**src/rtl/registers_file.sv**
```systemverilog
// 32 x 32-bit register file: two combinational read ports, one synchronous write port, r0 hardwired to zero.
// Define REGFILE_BYPASS_EN to forward write_data to a matching read port before the clock edge.
module registers_file #(
  parameter int DATA_WIDTH = 32,
  parameter int ADDR_WIDTH = 5,
  parameter int NUM_REGS   = 32
) (
  input  logic                  clk,
  input  logic                  rst,
  input  logic                  write_enable,
  input  logic [ADDR_WIDTH-1:0] read_reg1,
  input  logic [ADDR_WIDTH-1:0] read_reg2,
  input  logic [ADDR_WIDTH-1:0] write_reg,
  input  logic [DATA_WIDTH-1:0] write_data,
  output logic [DATA_WIDTH-1:0] read_data1,
  output logic [DATA_WIDTH-1:0] read_data2
);

  logic [DATA_WIDTH-1:0] r_regs [NUM_REGS];
  logic                  w_write_ok;
  logic [DATA_WIDTH-1:0] w_stored1;
  logic [DATA_WIDTH-1:0] w_stored2;

  assign w_write_ok = write_enable && (write_reg != '0);

  // Reset clears every entry immediately; writes to r0 are dropped so it never holds data.
  always_ff @(posedge clk or posedge rst) begin
    if (rst) begin
      for (int i = 0; i < NUM_REGS; i++) begin
        r_regs[i] <= '0;
      end
    end else if (w_write_ok) begin
      r_regs[write_reg] <= write_data;
    end
  end

  assign w_stored1 = (read_reg1 == '0) ? '0 : r_regs[read_reg1];
  assign w_stored2 = (read_reg2 == '0) ? '0 : r_regs[read_reg2];

`ifdef REGFILE_BYPASS_EN
  logic w_fwd1;
  logic w_fwd2;

  // Forwarding is blocked during reset so reads still see the cleared array.
  assign w_fwd1 = !rst && w_write_ok && (read_reg1 == write_reg);
  assign w_fwd2 = !rst && w_write_ok && (read_reg2 == write_reg);

  assign read_data1 = w_fwd1 ? write_data : w_stored1;
  assign read_data2 = w_fwd2 ? write_data : w_stored2;
`else
  assign read_data1 = w_stored1;
  assign read_data2 = w_stored2;
`endif

endmodule

```
**config.mk**
```make
export PLATFORM = sky130hd
export DESIGN_NAME = registers_file
export DESIGN_NICKNAME = d
export VERILOG_FILES = /design/src/rtl/registers_file.sv
export SDC_FILE = /design/constraint.sdc
export NUM_CORES = 2
export LEC_CHECK = 0
export ABC_AREA = 1
export BUFFER_PORTS_ARGS = -buffer_cell sky130_fd_sc_hd__buf_2
export CAP_MARGIN = 20
export CORE_MARGIN = 5
export CORE_UTILIZATION = 27
export CTS_CLUSTER_SIZE = 12
export DETAILED_ROUTE_END_ITERATION = 6
export SYNTH_ARGS = -nofsm -noshare
export SYNTH_HDL_FRONTEND = slang
export SYNTH_SLANG_ARGS = --single-unit
export TNS_END_PERCENT = 50
```
**constraint.sdc**
```tcl
create_clock -name clk -period 48.3 [get_ports clk]
set_clock_uncertainty 0.1 [all_clocks]
set_input_delay 14.49 -clock clk [delete_from_list [all_inputs] [get_ports clk]]
set_output_delay 14.49 -clock clk [all_outputs]
set_load 0.005 [all_outputs]
```
==> metrics <==
status complete, but fails checks; failing checks design-rule violations; via count ~59000; vias in the first global route around 55000; CP Class in -> out; clk sink count 1024; I/O Buffers 113; #FFs+latches synth 1024; DP Area approximately 60000 um^2; Core Util, Final between 20% and 30%; Most Frequent Cell on Critical Path buf_4; post-synth top area share 45.2%; Detailed Place HPWL around 130000 um; first-pass GRT wire length 367000 um; final worst slack about 14 ns; final period utilization between 70 and 80%; WP buf/inv 6; clk root buf clkbuf_16; # setup viols final 0; Worst R2R Start r_regs[480]; TritonCTS Buffers approximately 110; Final ANT Viol Nets 0; Finished Cell Area around 63000 um^2; leading area contributor after synthesis dfrtp_1; Layout area overhead 10.6%; GR Layer Usage met1 28.2%; CTS-repair resized insts 0; Mapped Area 56700 um^2; CP arrival slightly below 20 ns; number of nets in the layout approximately 8000; WHS Path Cells 0; worst reg2reg path endpoint r_regs[480]; clock slew at reported path FFs around 0.060 ns; sequential area share after synthesis 45.2%; Synth warnings 0; RSZ-0062 raised after global routing false; die width approximately 470 um; Critical Path Sink Type primary output; Setup Buffers After CTS 0; CP delay by family, top buffers and inverters; Relative slew margins 12.5%; pre-CTS setup slack about 15 ns; Site Rows 168; fin. max-slew vios 0; Synth Area per Inst slightly below 7 um^2; Pwr per Cell Area between 30 and 40 nW/um^2; Mapped Cells around 8300; met3 global-route usage 5.52%; final hold slack about 0.31 ns; Crit Path Max Fanout between 40 and 50; FF-to-FF path depth 2; pin count of the biggest net entering global routing about 180; chip height roughly 470 um; Netlist cell types 20; layout cell share with drive strength beyond 1 5.46%; Largest Register r_regs; CP Depth 12; total power about 2.5 mW; HP Class reg -> reg; slowest CP cell nor2_1; GRT Max-Usage Layer met2; final hold viol count 0; Worst Tran Pin Value ~1.3 ns; Placed Instances around 11000; Layout Cells excl Fill around 11000; R2R Setup Slk about 47 ns; Top Registers r_regs x1024; CTS tree built; Worst-Skew Late Latency 0.72 ns; Post-CTS Hold Buffers 0; TNS Setup 0 ns; max reg flops around 1000; max-cap viol count 0; CP required ~34 ns; fmax 29.5 MHz; Leak between 20 and 30 nW; crit path time final ~34 ns; initial antenna violation count 47; Tot GR Track Use 22.1%; startpoint types input pin; drt first-iter violations ~9200; GP Congestion between 0.8 and 0.9; met2 GRT Util 33.8%; drt via density approximately 5.4; min-delay src r_regs[1002]; Mapped Nets around 8400; I/O pin cnt ~110; total gr overflow 0; Synth area leaders dfrtp_1 45%, nand2_1 20%, o21ai_0 11%; crit path cell chain buf_8 -> buf_4 -> buf_4 -> buf_4 -> buf_4 -> o21ai_0 -> o21ai_0 -> a21oi_1 -> nor2_1 -> nor2_1 -> nor2_1 -> buf_2; FILL cells 22719; hold path endpoint r_regs[1002]; clock buffer depth 3; area of the core 209000 um^2; die footprint 219000 um^2; Routed WL per cell between 20 and 25 um; largest stage delay on the critical path between 0.7 and 0.8 ns; DR pass1 iterations 7; Routed WL between 200000 and 300000 um; Initial Utilization between 20% and 30%; H-tree levels 3; drc violations 1; VDD IR max about 0.000026 V
==> cell usage in the layout, fill, tap and decap left out, drive strengths merged <==
master / n
nand2: 3014
o21ai: 1335
dfrtp: 1024
nand3: 984
nor2: 673
inv: 285
buf: 219
a21oi: 192
clkbuf: 164
o211ai: 87
diode: 59
clkinv: 18
nor3: 8
bufinv: 2
nor3b: 1
nand4: 1
nor4: 1
==> power by group <==
group / switching (mW) / leakage [nW] / total [mW] / internal (mW)
combinational: 0.327 / 14.2 / 0.494 / 0.167
clock: 0.371 / 1.71 / 0.840 / 0.469
sequential: 0.119 / 13.1 / 1.14 / 1.02
==> Yosys cell counts <==
cell type and count:
buf_1 76, nand4_1 1, buf_2 108, nor2_2 5, clkinv_1 2, nor2_1 668, nand2_1 3014, inv_2 10
o211ai_1 87, inv_1 273, nor3_1 2, nor4_4 1, o21ai_1 62, a21oi_1 192, nor3_2 6, nand3_1 984
o21ai_0 1273, dfrtp_1 1024, clkbuf_1 533, nor3b_1 1
==> per-layer routing <==
layer  share of wire [%]  vias to the layer above  routed length [um]
li1                    -                    26194                   -
met1                  39                    28013               96700
met2                  43                     3646              107000
met3                  12                      741               29200
met4                 6.8                       12               17100
met5               0.031                        -                  78
==> how the worst max path moves through the flow <==
stage                  from             end  slack, ns
4_1_cts        read_reg1[1]  read_data1[21]      14.61
3_5_place_dp   read_reg1[1]  read_data1[21]      14.62
2_1_floorplan           rst       r_regs[0]       4.89
3_3_place_gp   read_reg2[0]  read_data2[27]      14.36
5_1_grt        read_reg1[1]  read_data1[21]      14.42
6_report       read_reg1[1]  read_data1[21]      14.44
==> layout make-up <==
type	count	area, um^2	area share [%]
Antenna cell	59	148	0.236
Clock buffer	164	3240	5.17
Clock inverter	20	195	0.311
Inverter	285	1110	1.78
Multi-Input combinational cell	6296	27300	43.5
Sequential cell	1024	25600	40.9
Tap cell	2805	3510	5.60
Timing Repair Buffer	219	1560	2.49
==> cells by family (layout without fill, tap and decap cells) <==
kind of cell / after synthesis / count (layout) / share of synthesized area, %
AO/OA/AOI/OAI: 1614 / 1614 / 14.6
flip-flops: 1024 / 1024 / 45.2
buffers and inverters: 1002 / 688 / 6.87
other: 0 / 59 / 0
AND/OR/NAND/NOR: 4682 / 4682 / 33.3
Power figures use the tool's default switching activity.
